## config.mk

```make
export PLATFORM = sky130hd
export DESIGN_NAME = cycle_controller
export DESIGN_NICKNAME = d
export VERILOG_FILES = /design/src/rtl/cycle_controller.sv
export SDC_FILE = /design/constraint.sdc
export NUM_CORES = 1
export LEC_CHECK = 0
export BUFFER_PORTS_ARGS = -buffer_cell sky130_fd_sc_hd__buf_2
export CORE_UTILIZATION = 43
export CTS_BUF_LIST = sky130_fd_sc_hd__clkbuf_16
export CTS_CLUSTER_DIAMETER = 50
export CTS_CLUSTER_SIZE = 8
export DETAILED_ROUTE_END_ITERATION = 7
export HOLD_SLACK_MARGIN = 0.15
export PLACE_DENSITY_LB_ADDON = 0.3
export SKIP_LAST_GASP = 1
export SLEW_MARGIN = 20
export SYNTH_ARGS = -nofsm -noshare
export SYNTH_HDL_FRONTEND = slang
export SYNTH_SLANG_ARGS = --single-unit
export TNS_END_PERCENT = 20
```

## constraint.sdc

```tcl
create_clock -name clk -period 2.7 [get_ports clk]
set_clock_uncertainty 0.1 [all_clocks]
set_input_delay 0.135 -clock clk [delete_from_list [all_inputs] [get_ports clk]]
set_output_delay 0.135 -clock clk [all_outputs]
set_load 0.005 [all_outputs]
```

## src/rtl/cycle_controller.sv

```systemverilog
// Multi-cycle instruction sequencer: IDLE/FETCH/DECODE/EXECUTE/MEMORY/WRITEBACK/HALT.
// Optional performance counters are built when PERF_COUNTER_EN is defined.
module cycle_controller #(
  parameter int unsigned MEM_TIMEOUT = 15
) (
  input  logic        clk,
  input  logic        reset,
  input  logic        run,
  input  logic        mem_read,
  input  logic        mem_write,
  input  logic        reg_write,
  input  logic        update_sreg,
  input  logic        halt_instr,
  input  logic        mem_ready,
  output logic        pc_en,
  output logic        ir_en,
  output logic        rf_read_en,
  output logic        alu_en,
  output logic        sreg_en,
  output logic        rf_write_en,
  output logic        mem_req,
  output logic        mem_we,
  output logic [2:0]  state,
  output logic        halted,
  output logic        fault,
  output logic [31:0] cycle_count,
  output logic [31:0] instr_count
);

  // Handshake: mem_req is held high every MEMORY cycle; the access completes in
  // the cycle mem_ready is sampled high, and mem_ready wins over a same-cycle timeout.

  typedef enum logic [2:0] {
    IDLE      = 3'd0,
    FETCH     = 3'd1,
    DECODE    = 3'd2,
    EXECUTE   = 3'd3,
    MEMORY    = 3'd4,
    WRITEBACK = 3'd5,
    HALT      = 3'd6
  } state_t;

  localparam logic [8:0] TIMEOUT = 9'(MEM_TIMEOUT);

  state_t     state_q, state_d;
  logic [7:0] wait_q, wait_d;
  logic [8:0] wait_inc;
  logic       mw_q, rw_q;
  logic       fault_q, fault_set;
  logic       arm_q;

  assign wait_inc = {1'b0, wait_q} + 9'd1;

  always_ff @(posedge clk or posedge reset) begin
    if (reset) begin
      state_q <= IDLE;
      wait_q  <= '0;
      mw_q    <= 1'b0;
      rw_q    <= 1'b0;
      fault_q <= 1'b0;
      arm_q   <= 1'b0;
    end else begin
      state_q <= state_d;
      wait_q  <= wait_d;
      arm_q   <= 1'b1;
      if (fault_set) fault_q <= 1'b1;
      if (state_q == EXECUTE) begin
        mw_q <= mem_write;
        rw_q <= reg_write;
      end
    end
  end

  always_comb begin
    state_d   = state_q;
    wait_d    = wait_q;
    fault_set = 1'b0;
    case (state_q)
      // arm_q holds the first post-reset edge in IDLE
      IDLE:      if (run && arm_q) state_d = FETCH;
      FETCH:     state_d = DECODE;
      DECODE:    state_d = halt_instr ? HALT : EXECUTE;
      EXECUTE: begin
        wait_d  = '0;
        state_d = (mem_read || mem_write) ? MEMORY : WRITEBACK;
      end
      MEMORY: begin
        if (mem_ready) begin
          state_d = WRITEBACK;
        end else if (wait_inc >= TIMEOUT) begin
          state_d   = HALT;
          fault_set = 1'b1;
        end else begin
          wait_d = wait_inc[7:0];
        end
      end
      WRITEBACK: state_d = run ? FETCH : IDLE;
      HALT:      state_d = HALT;
      default: begin
        state_d   = HALT;
        fault_set = 1'b1;
      end
    endcase
  end

  always_comb begin
    pc_en       = 1'b0;
    ir_en       = 1'b0;
    rf_read_en  = 1'b0;
    alu_en      = 1'b0;
    sreg_en     = 1'b0;
    rf_write_en = 1'b0;
    mem_req     = 1'b0;
    mem_we      = 1'b0;
    case (state_q)
      FETCH:   ir_en      = 1'b1;
      DECODE:  rf_read_en = 1'b1;
      EXECUTE: begin
        alu_en  = 1'b1;
        sreg_en = update_sreg;
      end
      MEMORY: begin
        mem_req = 1'b1;
        mem_we  = mw_q;
      end
      WRITEBACK: begin
        pc_en       = 1'b1;
        rf_write_en = rw_q;
      end
      default: ;
    endcase
  end

  assign state  = state_q;
  assign halted = (state_q == HALT);
  assign fault  = fault_q;

`ifdef PERF_COUNTER_EN
  logic [31:0] cyc_q, ins_q;

  always_ff @(posedge clk or posedge reset) begin
    if (reset) begin
      cyc_q <= '0;
      ins_q <= '0;
    end else begin
      if (state_q != IDLE && state_q != HALT) cyc_q <= cyc_q + 32'd1;
      if (state_q == WRITEBACK) ins_q <= ins_q + 32'd1;
    end
  end

  assign cycle_count = cyc_q;
  assign instr_count = ins_q;
`else
  assign cycle_count = '0;
  assign instr_count = '0;
`endif

endmodule

```

==> results.tsv, run 1 <==
stage	metric	value	unit
outcome	status	complete, no violations	
place	place.gp.congestion	0.7499	
floorplan	dieArea	0.003440	mm²
clock_network	worstSkewPairLatency	0.24	ns
floorplan	rows	20	
place	port-buffer-count	21	
cells_and_area	drive_gt1_share	15.87	%
critical_path	critPathSlowestCell	or3_1	
synthesis	seq_area_frac_synth	27.20	%
detailed_routing	drc	0	
cells_and_area	finalNonFillerCells	233	
power	pwr-share-comb	32.2	%
synthesis	synthAdderAreaFrac	1.813	%
detailed_routing	drt_wl_total	2.039	mm
synthesis	synth_compound_area_share	8.976	%
critical_path	endpoint_kind	register	
synthesis	synth_top_area_share	34.81	%
synthesis	yosys_warnings	0	
clock_network	cts_buffer_depth	2	
synthesis	muxShareOfSynthArea	2.901	%
critical_path	start_kind	register	
cells_and_area	diodes	0	
place	place_area	0.001281	mm²
floorplan	initial_core_util	45.20	%
synthesis	synth_xor_area_share	1.269	%
synthesis	synth-simple-area-share	18.68	%
critical_path	cp_max_fo	5	
synthesis	synth_top_flop_cell	dfrtp_1	
sta	layout_min_cycle_time	2.139	ns
global_routing	grt_pass1_wl	3.229	mm
critical_path	cp.arrival	2.16	ns
clock_network	tritoncts	built	
min_path	hp-class	primary input to register	
synthesis	synth_edf_count	0	
sta	drv_slew	0	
critical_path	critical_path_class	register to register	
sta	max_freq	0.4674	GHz
synthesis	yosys-top-cells-area	buf_4 (35%), dfrtp_1 (27%), nand2_1 (3.5%)	
sta	slew_headroom	62.21	%
min_path	min_from	run	
synthesis	synth_top_area_cell	buf_4	
synthesis	postSynthCellCount	165	
detailed_routing	vias	929	
sta	setup_viol	0	
synthesis	synth_top_family_by_area	buffers and inverters	
detailed_routing	ant_nets	0	
place	place_inst	225	
detailed_routing	drt-initial-drc-count	18	
critical_path	startpoint	wait_q[0]	
synthesis	yosysUniqueCellTypes	35	
floorplan	die_y	58.65	µm
global_routing	grt_antenna_before_repair	0	
detailed_routing	wl_per_cell	8.751	µm
sta	final_hold_viol_count	0	
power	p_sw	0.0003225	W
critical_path	max_stage_delay	0.44	ns
critical_path	timing.rr.start	wait_q[0]	
sta	rsz0062_at_grt	no	
cells_and_area	fin_area	0.001400	mm²
floorplan	num_io_pins	86	
power	cellLeakagePower	0.7504	nW
detailed_routing	viasPerCell	3.987	
power	powerDensity	662.4	mW/mm²
critical_path	worstPathRequired	2.73	ns
place	place_hpwl	1.546	mm
clock_network	ctsHtreeMaxLevel	1	
cells_and_area	area_growth	1.450	%
synthesis	async_flop_share	100.0	%
power	sequentialPowerShare	37.7	%
floorplan	core	0.003053	mm²
clock_network	numCtsBuffers	3	
clock_network	root_buffer	clkbuf_16	
clock_network	clk_pin_slew	0.05	ns
clock_network	clock-sinks	15	
power	clkPwrFrac	30.1	%
power	p_int	0.0006049	W
sta	fin_setup_tns	0	ns
global_routing	grt_pass1_vias	702	
power	power	0.0009274	W
global_routing	grt_start_max_net_pins	16	
power	switching_share	34.78	%
clock_network	cts_setup_buffers	0	
critical_path	crit_chain	ha_1, xor2_1, a211oi_1, nor3_1, or3_1, a211o_1	
global_routing	grt_overflow	0	
global_routing	grt.total_usage	12.83	%
sta	fin_crit_sh	79.23	%
synthesis	synth-seq-cells	15	
synthesis	synth.avg_cell_area	8.364	µm²
cells_and_area	final_nets	201	
floorplan	dieWidth	58.65	µm
job	maxCapViolCount	0	
sta	tightestPinTransition	0.5662	ns
detailed_routing	drt_pre_antenna_iters	4	
synthesis	synth_area	0.001380	mm²
power	irDropWorstVdd	0.4993	mV
[cell families (layout without fill, tap and decap cells)]
| group | Yosys count | after routing |
|---|---|---|
| XOR/XNOR | 2 | 2 |
| other | 2 | 65 |
| multiplexers | 4 | 4 |
| buffers and inverters | 77 | 38 |
| adder cells (fa/ha/maj) | 2 | 2 |
| flip-flops | 15 | 15 |
| AO/OA/AOI/OAI | 18 | 18 |
| AND/OR/NAND/NOR | 45 | 45 |
[area by class of cell]
class,count,area [µm²]
inverters,8,30.03
fillers,315,1653
repair buffers,26,152.6
clock buffers,3,75.07
clock inverters,1,3.754
flip-flops and latches,15,375.4
multi-input cells,136,708.2
well taps,44,55.05
[per-stage QoR]
stage | setup WS, ns | hold slack (ns) | utilization (%)
6_report | 0.5607 | 0.1557 | 45.86
5_1_grt | 0.4459 | 0.2012 | 45.86
4_1_cts | 0.5514 | 0.1520 | 45.86
3_5_place_dp | 0.5540 | 0.1199 | 41.97
3_3_place_gp | 0.5867 | 0.1221 | 41.97
2_1_floorplan | 0.6188 | -0.06352 | -
[what timing repair did]
| action | CTS | global route |
|---|---|---|
| endpoints found under the hold margin | 18 | 0 |
| hold buffers | 4 | 0 |
| gates resized for setup | 0 | 0 |
[cells in the final DEF, fill, tap and decap left out]
cell            n
conb_1         65
buf_2          21
dfrtp_1        15
nand2_1        13
inv_1           9
nor3_1          7
and2_1          6
nor2_1          5
a21oi_1         4
mux2i_1         4
dlygate4sd3_1   4
nand3_1         3
o21ai_0         3
clkbuf_16       3
o22ai_1         2
a211oi_1        2
nor3b_1         2
a31oi_1         2
ha_1            2
or3b_1          1
nand2b_1        1
and3_4          1
xnor2_1         1
and3_1          1
a311oi_2        1
o21bai_1        1
xor2_1          1
nor4b_2         1
or3_1           1
nor4_4          1
nor4_1          1
nor2b_1         1
a311oi_1        1
a31o_2          1
a211o_1         1
buf_4           1
[worst max-delay path: cells and delay by family, from the launching register on]
family	cells	cell delay, ns
XOR/XNOR	1	0.15
AND/OR/NAND/NOR	2	0.55
adder cells (fa/ha/maj)	1	0.27
AO/OA/AOI/OAI	2	0.54
flip-flops	1	0.41
[sequential cells by signal (all words and copies together) (netlist names)]
signal / cells
arm_q: 1
fault: 1
mw_q: 1
rw_q: 1
state: 3
wait_q: 8
[cell usage after synthesis (2+ instances only)]
cell,n
a211oi_1,2
a21oi_1,4
a31oi_1,2
and2_1,6
buf_2,3
buf_4,64
clkbuf_1,2
conb_1,2
dfrtp_1,15
ha_1,2
inv_1,8
mux2i_1,4
nand2_1,13
nand3_1,3
nor2_1,5
nor3_1,7
nor3b_1,2
o21ai_0,3
o22ai_1,2
[power by group through the flow]
stage                     logic (W)  registers [W]  clock network [W]
after floorplan            0.000320       0.000314                  0
after global placement     0.000292       0.000353                  0
after detailed placement   0.000295       0.000352                  0
final                      0.000299       0.000350           0.000279
after CTS                  0.000301       0.000350           0.000284
after global routing       0.000347       0.000363           0.000295
[metal layers]
layer  vias up  share of wire, %  routed length (µm)  GRT usage (%)
met2        47                44                 903          18.72
met1       416                48                 977          17.73
met3         2               7.0                 142          5.275
li1        464                 -                   -              -
met4         0              0.83                  17          3.061
met5         -                 0                   0              0
[path summary, 6_finish.rpt]
path                              to  slack [ns]  cells after the start
max                            fault        0.56                      6
max in group asynchronous  wait_q[0]        1.73                      3
min in group asynchronous   state[0]        0.39                      3
min reg2reg                     rw_q        0.37                      2
max reg2reg                    fault        0.56                      6
min                         state[0]        0.16                      3
Power figures use the tool's default switching activity.
==> inputs of run 2 (changes only) <==
ABC_AREA = 1   (was not set)
clock period = 2.23 ns   (was 2.7 ns; I/O delays follow)
==> results.tsv, run 2 <==
stage	metric	value	unit	change
synthesis	synth.avg_cell_area	7.169	µm²	-14%
global_routing	grt_pass1_vias	831		+18%
synthesis	yosysUniqueCellTypes	24		-31%
floorplan	die_y	59.17	µm	+0.88%
clock_network	worstSkewPairLatency	0.25	ns	about the same
sta	rsz0062_at_grt	no		
place	place_hpwl	1.769	mm	+14%
critical_path	endpoint_kind	register		
critical_path	reg2reg_to	state[0]		
sta	tightestPinTransition	0.5638	ns	-0.002422 ns
power	powerDensity	843.0	mW/mm²	+27%
cells_and_area	layout.cells.most_common_list	conb_1 (65), nand2_1 (36), nor2_1 (23), buf_2 (21), inv_1 (18)		
critical_path	critical_path_class	register to register		
cells_and_area	regMostFlops	wait_q		
synthesis	synth-seq-cells	15		unchanged
clock_network	cts_resized	0		unchanged
critical_path	start_kind	register		
global_routing	grt_pass1_wl	3.615	mm	+12%
place	pre_cts_slack	0.4574	ns	-0.09661 ns
floorplan	dieArea	0.003501	mm²	+1.8%
critical_path	r2r_cells	6		unchanged
clock_network	numCtsBuffers	3		unchanged
synthesis	synth.most_common_cell	buf_4		
sta	max_freq	0.5139	GHz	+9.9%
sta	drv_slew	0		unchanged
critical_path	cp_max_fo	7		+2
power	power	0.001232	W	+33%
global_routing	grt.total_usage	14.02	%	+1.2 points
sta	slew_headroom	62.37	%	+0.16 points
detailed_routing	wl_met1	982	µm	+0.51%
sta	layout_min_cycle_time	1.946	ns	-0.1933 ns
critical_path	critPathSlowestCell	dlygate4sd3_1		
cells_and_area	largest_register_ffs	8		unchanged
synthesis	synth.top_cells.by_count	buf_4 (64), nand2_1 (36), nor2_1 (23)		
critical_path	cp.arrival	1.99	ns	-0.17 ns
critical_path	timing.rr.start	state[0]		
floorplan	num_io_pins	86		unchanged
cells_and_area	diodes	0		unchanged
detailed_routing	met2_wirelength	1.051	mm	+16%
detailed_routing	drt-initial-drc-count	27		+9
global_routing	grt_antenna_before_repair	0		unchanged
synthesis	async_flop_share	100.0	%	unchanged
critical_path	max_stage_delay	0.57	ns	+0.13 ns
synthesis	synth_top_area_cell	buf_4		
detailed_routing	viasPerCell	3.896		-2.3%
min_path	holdPathEnd	state[1]		
synthesis	synth_edf_count	0		unchanged
cells_and_area	drive_gt1_share	15.49	%	-0.39 points
detailed_routing	wl_met3	134	µm	-5.6%
power	irDropWorstVdd	0.5215	mV	+4.5%
place	port-buffer-count	21		unchanged
min_path	holdPathStages	5		+2
detailed_routing	drc	0		unchanged
critical_path	rrSetupSlack	0.28	ns	-0.28 ns
clock_network	cts_buffer_depth	2		unchanged
synthesis	synth_top_flop_cell	dfrtp_1		
clock_network	ctsHtreeMaxLevel	1		unchanged
job	maxCapViolCount	0		unchanged
place	place.gp.congestion	0.8739		+17%
detailed_routing	drt_pre_antenna_iters	4		unchanged
min_path	hp-class	primary input to register		
sta	fin_crit_sh	87.27	%	+8.0 points
clock_network	tritoncts	built		
place	place_area	0.001321	mm²	+3.1%
synthesis	yosys_warnings	0		unchanged
critical_path	worstPathRequired	2.27	ns	-0.46 ns
power	cellLeakagePower	0.8534	nW	+14%
cells_and_area	regArea	375.4	µm²	unchanged
floorplan	dieWidth	59.17	µm	+0.88%
sta	worst_slack	0.2840	ns	-0.2767 ns
floorplan	initial_core_util	45.65	%	+0.45 points
clock_network	clk_pin_slew	0.05	ns	about the same
sta	final_hold_viol_count	0		unchanged
floorplan	rows	20		unchanged
critical_path	crit_chain	inv_2, nand3_1, inv_1, a211oi_1, dlygate4sd3_1, nor2_1		
cells_and_area	fin_area	0.001461	mm²	+4.4%
synthesis	seq_area_frac_synth	26.71	%	-0.48 points
clock_network	root_buffer	clkbuf_16		
detailed_routing	drt_wl_total	2.221	mm	+8.9%
cells_and_area	final_nets	238		+18%
clock_network	cts_setup_buffers	0		unchanged
detailed_routing	ant_nets	0		unchanged
cells_and_area	area_growth	4.007	%	
synthesis	synth_top_area_share	34.19	%	-0.62 points
global_routing	grt_start_max_net_pins	16		unchanged
detailed_routing	top_layer	met4		
cells_and_area	layout_commonest_cell	conb_1		
sta	setup_viol	0		unchanged
cells_and_area	multi_input_area	714.4	µm²	+0.88%
sta	fin_setup_tns	0	ns	unchanged
synthesis	postSynthCellCount	196		+19%
clock_network	clock-sinks	15		unchanged
synthesis	synth_area	0.001405	mm²	+1.8%
detailed_routing	vias	1052		+13%
outcome	status	complete, no violations		
synthesis	yosys-top-cells-area	buf_4 (34%), dfrtp_1 (27%), nand2_1 (9.6%)		
cells_and_area	n_fill_cell	337		+7.0%
detailed_routing	wl_per_cell	8.226	µm	-6.0%
floorplan	core	0.003078	mm²	+0.82%
clock_network	cts-hold-fix-buffers	6		+2
global_routing	grt_overflow	0		unchanged
sta	timing.hold.ws	0.1529	ns	-0.002786 ns
min_path	min_from	run		
## run 2: cell count changes in the layout (fill, tap and decap cells not counted), moves of 4 or more
cell     change
nand2_1     +23
nor2_1      +18
inv_1        +9
nand3_1      +9
and2_1       -6
mux2i_1      -4
nor3_1       -4
## run 2: cell type report
cell class	count	area share, %
repair buffers	27	11.30
clock inverters	1	0.3425
flip-flops and latches	15	25.68
multi-input cells	161	48.89
inverters	19	4.880
well taps	44	3.767
clock buffers	3	5.137
## run 2: per-layer routing
metal / vias up / track usage (%)
li1: 532 / -
met1: 462 / 18.77
met2: 53 / 21.59
met3: 5 / 1.965
met4: 0 / 8.163
met5: - / 0
## run 2: through the flow
step / util (%) / cells
after floorplan: - / 259
after global placement: 42.93 / 260
after detailed placement: 42.93 / 260
after CTS: 47.48 / 270
after global routing: 47.48 / 270
final: 47.48 / 270
## run 2: worst max path at each step
stage,startpoint,end,slack [ns],cells past startpoint
2_1_floorplan,wait_q[0],wait_q[2],0.62,11
3_3_place_gp,wait_q[0],wait_q[3],0.48,10
3_5_place_dp,wait_q[0],wait_q[1],0.46,11
4_1_cts,state[0],state[0],0.24,6
5_1_grt,state[0],state[0],0.11,6
6_report,state[0],state[0],0.28,6
## run 2: cell families (layout without fill, tap and decap cells)
logic type               Yosys count  in the layout  synth area share (%)
other                              2             65                0.5345
flip-flops                        15             15                 26.71
AO/OA/AOI/OAI                      9              9                 3.651
adder cells (fa/ha/maj)            2              2                 1.781
AND/OR/NAND/NOR                   85             85                 28.05
buffers and inverters             83             50                 39.27
## run 2: critical path, delay by kind of cell, from the launching register on
family / cells / cell delay, ns
flops: 1 / 0.45
buf+inv: 3 / 0.76
compound gates: 1 / 0.22
simple gates: 2 / 0.30
## run 2: report_power, final
part	switching [W]	internal, W
Clock	0.000109	0.000239
Combinational	0.000281	0.000187
Sequential	0.0000800	0.000336
Total	0.000470	0.000762
